$ cat src/rtl/tiempo_muerto_pwm.sv
`default_nettype none
// ============================================================================
//  Module      : tiempo_muerto_pwm
//  Description : Dead-time stage placed after the PWM comparator. It turns
//                the single PWM bit into complementary high-side and low-side
//                gate commands. Every commutation gets a programmable interval
//                in which both gates are off. Both gates are forced off when
//                the stage is disabled or a fault is present. A fault stays
//                latched until it is explicitly cleared.
//
//  Ports       : clk           - system clock, rising edge
//                reset         - synchronous, active-high reset
//                PWM_In        - PWM bit from the comparator (same domain)
//                Enable        - 1 = drive gates, 0 = both gates off
//                Dead_Time     - dead-time length in clk cycles (0 acts as 1)
//                Fault         - external fault level, active-high
//                Fault_Clr     - one-cycle pulse that clears a latched fault
//                Gate_H        - high-side switch command
//                Gate_L        - low-side switch command
//                Fault_Latched - 1 while the fault is latched
//                DT_Active     - 1 while a dead-time interval is running
//
//  Revision    : 1.0 - initial release
// ============================================================================
module tiempo_muerto_pwm #(
    parameter int DT_W = 8
) (
    input  logic            clk,
    input  logic            reset,
    input  logic            PWM_In,
    input  logic            Enable,
    input  logic [DT_W-1:0] Dead_Time,
    input  logic            Fault,
    input  logic            Fault_Clr,
    output logic            Gate_H,
    output logic            Gate_L,
    output logic            Fault_Latched,
    output logic            DT_Active
);

    typedef enum logic [2:0] {
        S_IDLE    = 3'd0,
        S_DT_TO_H = 3'd1,
        S_ON_H    = 3'd2,
        S_DT_TO_L = 3'd3,
        S_ON_L    = 3'd4,
        S_FAULT   = 3'd5
    } state_t;

    localparam logic [DT_W-1:0] c_one = DT_W'(1);

    state_t          r_state;
    logic [DT_W-1:0] r_count;
    logic            r_pwm_q;
    // Set when the running dead-time was entered from IDLE, i.e. there is no
    // previously conducting gate to fall back to on an abort.
    logic            r_from_idle;
    logic            r_gate_h;
    logic            r_gate_l;
    logic            r_fault_latched;
    logic            r_dt_active;

    state_t          w_state_nxt;
    logic [DT_W-1:0] w_count_nxt;
    logic            w_from_idle_nxt;
    logic [DT_W-1:0] w_dt_load;

    // A zero dead time would make the counter start at its exit value minus
    // one and wrap; clamp it so the counter is never loaded with 0.
    assign w_dt_load = (Dead_Time == '0) ? c_one : Dead_Time;

    // ------------------------------------------------------------------------
    // Next-state logic. Priority: Fault > !Enable > normal transitions.
    // ------------------------------------------------------------------------
    always_comb begin
        w_state_nxt     = r_state;
        w_count_nxt     = r_count;
        w_from_idle_nxt = r_from_idle;

        if (r_state == S_FAULT) begin
            // Clearing is only honoured once the external fault has gone away.
            if (Fault_Clr && !Fault) begin
                w_state_nxt = S_IDLE;
            end
        end else if (Fault) begin
            w_state_nxt = S_FAULT;
        end else if (!Enable) begin
            w_state_nxt = S_IDLE;
        end else begin
            case (r_state)
                S_IDLE: begin
                    w_state_nxt     = r_pwm_q ? S_DT_TO_H : S_DT_TO_L;
                    w_count_nxt     = w_dt_load;
                    w_from_idle_nxt = 1'b1;
                end
                S_ON_H: begin
                    if (!r_pwm_q) begin
                        w_state_nxt     = S_DT_TO_L;
                        w_count_nxt     = w_dt_load;
                        w_from_idle_nxt = 1'b0;
                    end
                end
                S_ON_L: begin
                    if (r_pwm_q) begin
                        w_state_nxt     = S_DT_TO_H;
                        w_count_nxt     = w_dt_load;
                        w_from_idle_nxt = 1'b0;
                    end
                end
                S_DT_TO_H: begin
                    if (!r_pwm_q) begin
                        // PWM went back low before the interval finished.
                        if (r_from_idle) begin
                            w_state_nxt = S_DT_TO_L;
                            w_count_nxt = w_dt_load;
                        end else begin
                            // Low side was on before; it is safe to resume it
                            // because the high side never turned on.
                            w_state_nxt = S_ON_L;
                        end
                    end else if (r_count == c_one) begin
                        w_state_nxt = S_ON_H;
                    end else begin
                        w_count_nxt = r_count - c_one;
                    end
                end
                S_DT_TO_L: begin
                    if (r_pwm_q) begin
                        if (r_from_idle) begin
                            w_state_nxt = S_DT_TO_H;
                            w_count_nxt = w_dt_load;
                        end else begin
                            w_state_nxt = S_ON_H;
                        end
                    end else if (r_count == c_one) begin
                        w_state_nxt = S_ON_L;
                    end else begin
                        w_count_nxt = r_count - c_one;
                    end
                end
                default: begin
                    w_state_nxt = S_IDLE;
                end
            endcase
        end
    end

    // ------------------------------------------------------------------------
    // State, input register and outputs. The outputs are registered and are
    // decoded from the next state, so they always agree with r_state and have
    // no combinational path from any input.
    // ------------------------------------------------------------------------
    always_ff @(posedge clk) begin
        if (reset) begin
            r_state         <= S_IDLE;
            r_count         <= '0;
            r_pwm_q         <= 1'b0;
            r_from_idle     <= 1'b0;
            r_gate_h        <= 1'b0;
            r_gate_l        <= 1'b0;
            r_fault_latched <= 1'b0;
            r_dt_active     <= 1'b0;
        end else begin
            r_state         <= w_state_nxt;
            r_count         <= w_count_nxt;
            r_pwm_q         <= PWM_In;
            r_from_idle     <= w_from_idle_nxt;
            r_gate_h        <= (w_state_nxt == S_ON_H);
            r_gate_l        <= (w_state_nxt == S_ON_L);
            r_fault_latched <= (w_state_nxt == S_FAULT);
            r_dt_active     <= (w_state_nxt == S_DT_TO_H) ||
                               (w_state_nxt == S_DT_TO_L);
        end
    end

    assign Gate_H        = r_gate_h;
    assign Gate_L        = r_gate_l;
    assign Fault_Latched = r_fault_latched;
    assign DT_Active     = r_dt_active;

endmodule
`default_nettype wire
$ cat config.mk
export PLATFORM = sky130hd
export DESIGN_NAME = tiempo_muerto_pwm
export DESIGN_NICKNAME = d
export VERILOG_FILES = /design/src/rtl/tiempo_muerto_pwm.sv
export SDC_FILE = /design/constraint.sdc
export NUM_CORES = 1
export LEC_CHECK = 0
export CORE_ASPECT_RATIO = 0.8
export CORE_MARGIN = 5
export CORE_UTILIZATION = 57
export DETAILED_ROUTE_END_ITERATION = 10
export PLACE_DENSITY = 0.85
export SYNTH_ARGS = -nofsm -noshare
export SYNTH_HDL_FRONTEND = slang
export SYNTH_SLANG_ARGS = --single-unit
$ cat constraint.sdc
create_clock -name clk -period 4.4 [get_ports clk]
set_input_delay 0.66 -clock clk [delete_from_list [all_inputs] [get_ports clk]]
set_output_delay 0.66 -clock clk [all_outputs]
set_load 0.05 [all_outputs]
==> impl_results.md, run 1 <==
* Chip width at 60.4 um
* Synth Area in Simple Gates at 27.1%
* Total clock buffers created by CTS at 3
* CTS resizes at 0
* Buffers on Ports at 17
* Number of distinct library cells after synthesis at 45
* Drt drc at 0
* CP bufs+invs at 1
* Worst vdd ir at 0.234 mV
* WL per Instance at 15.7 um
* DRT Pass-1 Iters at 4
* Slowest-stage cell, CP: clkdlybuf4s50_1
* Fin Setup TNS at 0 ns
* Leak at 0.470 nW
* #FFs+latches synth at 17
* I/O Pins at 18
* Num rows at 14
* Initial antenna violation count at 0
* Metal1 wirelength at 1230 um
* Met2 WL at 1220 um
* Tmin final at 2.08 ns
* Worst-Skew Late Latency at 0.29 ns
* Critical path, cell by cell: clkdlybuf4s50_1
* CP max stage delay at 0.80 ns
* Required @ worst endpoint at 3.74 ns
* Rel. slew slack at 40.4%
* Cts hold-fix bufs at 0
* Syn avg cell area at 8.34 um^2
* Final hold vios at 0
* Grt total ovfl at 0
* Nets@finish at 170
* Tcrit/Tclk final at 47.2%
* Routed WL at 2780 um
* Clock transition at the registers of the reported paths at 0.09 ns
* Top routing layer in use: met4
* H-tree depth at 1
* Syn_nets at 155
* Hold WC Path Type: flip-flop to flip-flop
* Critical path arrival at 1.42 ns
* Vias per std cell at 6.51
* Critical Path Fanout Max at 1
* Number of non-filler instances in the completed layout at 177
* Post-Synthesis Cells at 139
* Top_reg_cell synth: dfxtp_1
* Slew Viols, Final at 0
* Crit path kind: flip-flop to output port
* # clock sinks at 17
* First-pass GRT wire length at 4430 um
* FF+latch area at 340 um^2
* Syn Std Cell Area at 0.00116 mm^2
* Main combinational cell family by area after synthesis: compound AO/OA/AOI/OAI gates
* DIE HEIGHT at 50.3 um
* Compound-Gate Fraction of Synth Area at 32.1%
* RSZ-0062 raised after global routing: false
* Critical path's top delay family: buffers and inverters
* GRT Total Usage at 19.0%
* Detail Placement HPWL at 2140 um
* Final Skew at 0.00472 ns
* DP Worst Slack at 2.15 ns
* Core footprint at 0.00191 mm^2
* Hold slack at 0.547 ns
* Fillers at 140
* Final setup margin at 2.32 ns
* Vias in the first global route at 963
* Mux contribution to synthesized area at 0%
* Initial DRC count at 66
* Largest net degree at the start of global routing at 19
* Post-synth EDFFs at 0
* Final Util at 70.9%
* Share of layout cells above drive strength 1 at 7.19%
* CP startpoint kind: flip-flop
* Final setup viols at 0
* Placed cells at 173
* Die area at 0.00304 mm^2
* Async S/R FF share, synth at 0%
* CP Capture Type: output port
* Status: finished clean
* CTS tree: done
* Max Cap Viol at 0
* Synth Area in Adders at 2.16%
* CTS root buffer: clkbuf_4
* Area of the multi-input gates at 744 um^2
* Post-route ant nets at 0
* Starting Density at 60.7%
* Ant diodes at 0
* Post-Synth XOR/XNOR Area at 2.92%
* GPL Wtd Cong at 0.866
* Most frequent cells in the layout: dfxtp_1, clkdlybuf4s50_1, inv_1
* Fmax at 481 MHz
* Synth warn at 0
* Synth-to-layout area growth at 16.8%
* Clock Tree Buf Depth at 2
* WL met3 at 325 um
* Sequential cell area fraction in the yosys report at 29.4%
* P per Cell Area at 285 mW/mm^2
* Post-CTS Setup Bufs at 0
* Via count at 1153
* Measured slew at the worst slew-check pin at 0.885 ns
sequential cells by signal, indices dropped and copies added, names as in the netlist:
register	count
Gate_H	1
r_count	8
r_from_idle	1
Gate_L	1
r_state	3
r_pwm_q	1
Fault_Latched	1
DT_Active	1
per-layer routing:
metal  global-route usage [%]  vias up
met5                        0        -
met4                     2.21        0
met3                     8.72        2
met2                     27.3       70
met1                     26.7      514
li1                         -      567
layout make-up:
cell class	count	area share, %
clock inverter	1	0.370
clock buffer	3	1.66
timing repair buffer	17	12.6
tap	24	2.22
inverter	11	3.05
multi-input combinational	104	55.0
sequential	17	25.1
worst paths after layout:
kind                                         startpoint                       to  slack, ns  depth (start not counted)
worst max-delay path                  Gate_H$_SDFF_PP0_                   Gate_H       2.32                          1
worst min-delay path            r_count[6]$_SDFFE_PP0P_  r_count[6]$_SDFFE_PP0P_       0.55                          2
worst max register to register    r_state[1]$_SDFF_PP0_  r_count[3]$_SDFFE_PP0P_       2.48                          4
worst min register to register  r_count[6]$_SDFFE_PP0P_  r_count[6]$_SDFFE_PP0P_       0.55                          2
where the power goes:
part / internal, mW / switching (mW)
clock network: 0.0338 / 0.0466
logic: 0.0545 / 0.0698
registers: 0.164 / 0.0172
cells in the mapped netlist, types with 3 or more instances:
cell type	instances	share of area, %
a211oi_1	7	4.5
nor3_1	5	2.2
nor2_1	8	2.6
o32ai_1	6	4.5
dfxtp_1	17	29
inv_1	11	3.6
nor3b_1	4	2.6
buf_2	5	2.2
a22oi_1	5	3.2
o21ai_0	4	1.7
a21oi_1	8	3.5
nor2b_1	6	3.2
nand2b_1	5	2.7
a32oi_1	3	2.3
nand2_1	4	1.3
cell families (layout without fill, tap and decap cells):
kind of cell | Yosys count | after routing
compound gates | 49 | 49
xor+xnor | 3 | 3
buf+inv | 18 | 32
flops | 17 | 17
fa+ha+maj | 2 | 2
simple gates | 50 | 50
stage by stage:
stage / power [mW] / cell area (um^2)
after floorplan: 0.269 / 1160
after global placement: 0.302 / 1330
after detailed placement: 0.305 / 1330
after CTS: 0.387 / 1350
after global routing: 0.409 / 1350
final: 0.386 / 1350
Power figures use the tool's default switching activity.
==> run 2, diff against run 1 <==
--- a/config.mk
+++ b/config.mk
@@ -7,9 +7,9 @@
 export LEC_CHECK = 0
 export CORE_ASPECT_RATIO = 0.8
 export CORE_MARGIN = 5
-export CORE_UTILIZATION = 57
+export CORE_UTILIZATION = 47
 export DETAILED_ROUTE_END_ITERATION = 10
-export PLACE_DENSITY = 0.85
+export PLACE_DENSITY = 0.75
 export SYNTH_ARGS = -nofsm -noshare
 export SYNTH_HDL_FRONTEND = slang
 export SYNTH_SLANG_ARGS = --single-unit
==> constraint.sdc (replaced) <==
create_clock -name clk -period 1.85 [get_ports clk]
set_input_delay 0.2775 -clock clk [delete_from_list [all_inputs] [get_ports clk]]
set_output_delay 0.2775 -clock clk [all_outputs]
set_load 0.05 [all_outputs]
==> run 2 against run 1 <==
  * Flip-flop and latch count unchanged
  * Final cell count grew 7.9%
  * Count of clock-buffer cells in the layout did not move
  * Sequential share of layout area fell by 1.8 points
  * Critical endpoint is now Gate_H$_SDFF_PP0_
  * Wire length is 11% higher
  * Cell area increased by 8.2%
  * Setup slack worse by 2.2 ns
==> impl_results.md, run 2 (same netlist as run 1, synthesis figures left out) <==
* Status: finished clean (unchanged)
* GPL Wtd Cong at 0.939 (was 0.866)
* Post-route ant nets at 0 (unchanged)
* Measured slew at the worst slew-check pin at 0.494 ns (was 0.885 ns)
* Slowest-stage cell, CP: dfxtp_1 (was clkdlybuf4s50_1)
* WL per Instance at 16.2 um (was 15.7 um)
* Initial antenna violation count at 0 (unchanged)
* Area of the multi-input gates at 768 um^2 (was 744 um^2)
* FF+latch area at 342 um^2 (was 340 um^2)
* DP Worst Slack at 0.0354 ns (was 2.15 ns)
* Synth-to-layout area growth at 26.5% (was 16.8%)
* Final setup viols at 0 (unchanged)
* Critical path, cell by cell: ha_1 > nor3b_4 > nand3_1 > a211o_1 > a2111oi_4 (was clkdlybuf4s50_1)
* First-pass GRT wire length at 5070 um (was 4430 um)
* Tcrit/Tclk final at 95.2%
* Most frequent cells in the layout: clkdlybuf4s50_1, dfxtp_1, inv_1, buf_4 (was dfxtp_1, clkdlybuf4s50_1, inv_1)
* Die area at 0.00356 mm^2 (was 0.00304 mm^2)
* Rel. slew slack at 66.6% (was 40.4%)
* Largest regs: r_count (8), r_state (3) (unchanged)
* Chip width at 65.5 um (was 60.4 um)
* GRT Total Usage at 18.6% (was 19.0%)
* Grt total ovfl at 0 (unchanged)
* I/O Pins at 18 (unchanged)
* DIE HEIGHT at 54.4 um (was 50.3 um)
* Critical path's top delay family: compound AO/OA/AOI/OAI gates (was buffers and inverters)
* Leak at 0.525 nW (was 0.470 nW)
* Hold WC Path Type: input port to flip-flop (was flip-flop to flip-flop)
* # clock sinks at 17 (unchanged)
* RSZ-0062 raised after global routing: true (was false)
* Vias per std cell at 6.32 (was 6.51)
* Final Skew at 0.0121 ns (was 0.00472 ns)
* Share of layout cells above drive strength 1 at 14.6% (was 7.19%)
* Fmax at 568 MHz
* Tmin final at 1.76 ns
* Final setup margin at 0.0882 ns (was 2.32 ns)
* CP bufs+invs at 0 (was 1)
* Buffers on Ports at 17 (unchanged)
* Commonest non-fill, non-tap cell in the layout: clkdlybuf4s50_1
* DRT Pass-1 Iters at 4 (unchanged)
* Core footprint at 0.00240 mm^2 (was 0.00191 mm^2)
* Hold path start: PWM_In (was r_count[6]$_SDFFE_PP0P_)
* Vias in the first global route at 1102 (was 963)
* Dpl cell area at 0.00141 mm^2 (was 0.00133 mm^2)
* Fillers at 225 (was 140)
* Routed WL at 3100 um (was 2780 um)
* Critical path arrival at 1.97 ns (was 1.42 ns)
* P per Cell Area at 663 mW/mm^2 (was 285 mW/mm^2)
* Critical Path Source: r_count[0]$_SDFFE_PP0P_ (was Gate_H$_SDFF_PP0_)
* CTS root buffer: clkbuf_4 (unchanged)
* CP max stage delay at 0.40 ns (was 0.80 ns)
* CTS tree: done (unchanged)
* Clock Tree Buf Depth at 2 (unchanged)
* Required @ worst endpoint at 2.06 ns (was 3.74 ns)
* RR Startpoint: r_count[0]$_SDFFE_PP0P_ (was r_state[1]$_SDFF_PP0_)
* Design area at 0.00147 mm^2 (was 0.00135 mm^2)
* Ant diodes at 0 (unchanged)
* Detail Placement HPWL at 2280 um (was 2140 um)
* Slew Viols, Final at 0 (unchanged)
* Num rows at 16 (was 14)
* CP startpoint kind: flip-flop (unchanged)
* Initial DRC count at 95 (was 66)
* H-tree depth at 1 (unchanged)
* Worst-Skew Late Latency at 0.30 ns (was 0.29 ns)
* Via count at 1208 (was 1153)
* Final hold vios at 0 (unchanged)
* Worst vdd ir at 0.289 mV (was 0.234 mV)
* Clock transition at the registers of the reported paths at 0.11 ns (was 0.09 ns)
* Nets@finish at 181 (was 170)
* Total clock buffers created by CTS at 3 (unchanged)
* Largest net degree at the start of global routing at 16 (was 19)
* Reg with most FFs: r_count (unchanged)
* Max reg flops at 8 (unchanged)
* Starting Density at 48.2% (was 60.7%)
* Drt drc at 0 (unchanged)
* Crit path kind: flip-flop to flip-flop (was flip-flop to output port)
* Critical Path Fanout Max at 7 (was 1)
* CP Capture Type: flip-flop (was output port)
* Max Cap Viol at 0 (unchanged)
run 2: changes by cell type in the layout (fill, tap and decap cells not counted):
cell / change
a2111oi_2: -1
a2111oi_4: +1
buf_4: +11
dfxtp_1: -1
dfxtp_2: +1
nor3b_1: -1
nor3b_4: +1
run 2: path summary, 6_finish.rpt:
kind                              to  slack [ns]  cells after the start
max                Gate_H$_SDFF_PP0_        0.09                      5
min reg2reg  r_count[1]$_SDFFE_PP0P_        0.54                      2
min               r_pwm_q$_SDFF_PP0_        0.53                      2
max reg2reg        Gate_H$_SDFF_PP0_        0.09                      5
run 2: stage by stage:
step                      power [mW]  util (%)  hold slack, ns  instances  TNS [ns]
after CTS                      0.961      59.9           0.526        191         0
after global routing            1.03      61.0           0.530        191   -0.0331
final                          0.971      61.0           0.533        191         0
after detailed placement       0.755      58.8           0.526        187         0
after global placement         0.752      58.8           0.521        187         0
after floorplan                0.639         -           0.406        139         0
run 2: power breakdown:
group	switching (mW)	internal, mW	total (mW)	leakage, nW
combinational	0.178	0.157	0.335	0.367
clock	0.125	0.0806	0.206	0.0177
sequential	0.0409	0.390	0.431	0.140
total	0.344	0.628	0.971	0.525
run 2: final cells by class:
cell class | instances | area share [%]
Timing Repair Buffer | 28 | 17.3
Clock inverter | 1 | 0.342
Multi-Input combinational cell | 104 | 52.4
Clock buffer | 3 | 1.54
Sequential cell | 17 | 23.3
Tap cell | 27 | 2.31
Inverter | 11 | 2.82
run 2: what timing repair did:
action | in CTS | in global routing
endpoints found under the setup margin | 0 | 8
setup buffers | 0 | 0
hold buffers | 0 | 0
resized for setup | 0 | 4
run 2: per-layer routing:
metal / wire length (um) / global-route usage [%]
met5: 0 / 0
met3: 197 / 5.34
met2: 1420 / 28.9
met4: 23 / 4.83
met1: 1460 / 25.3
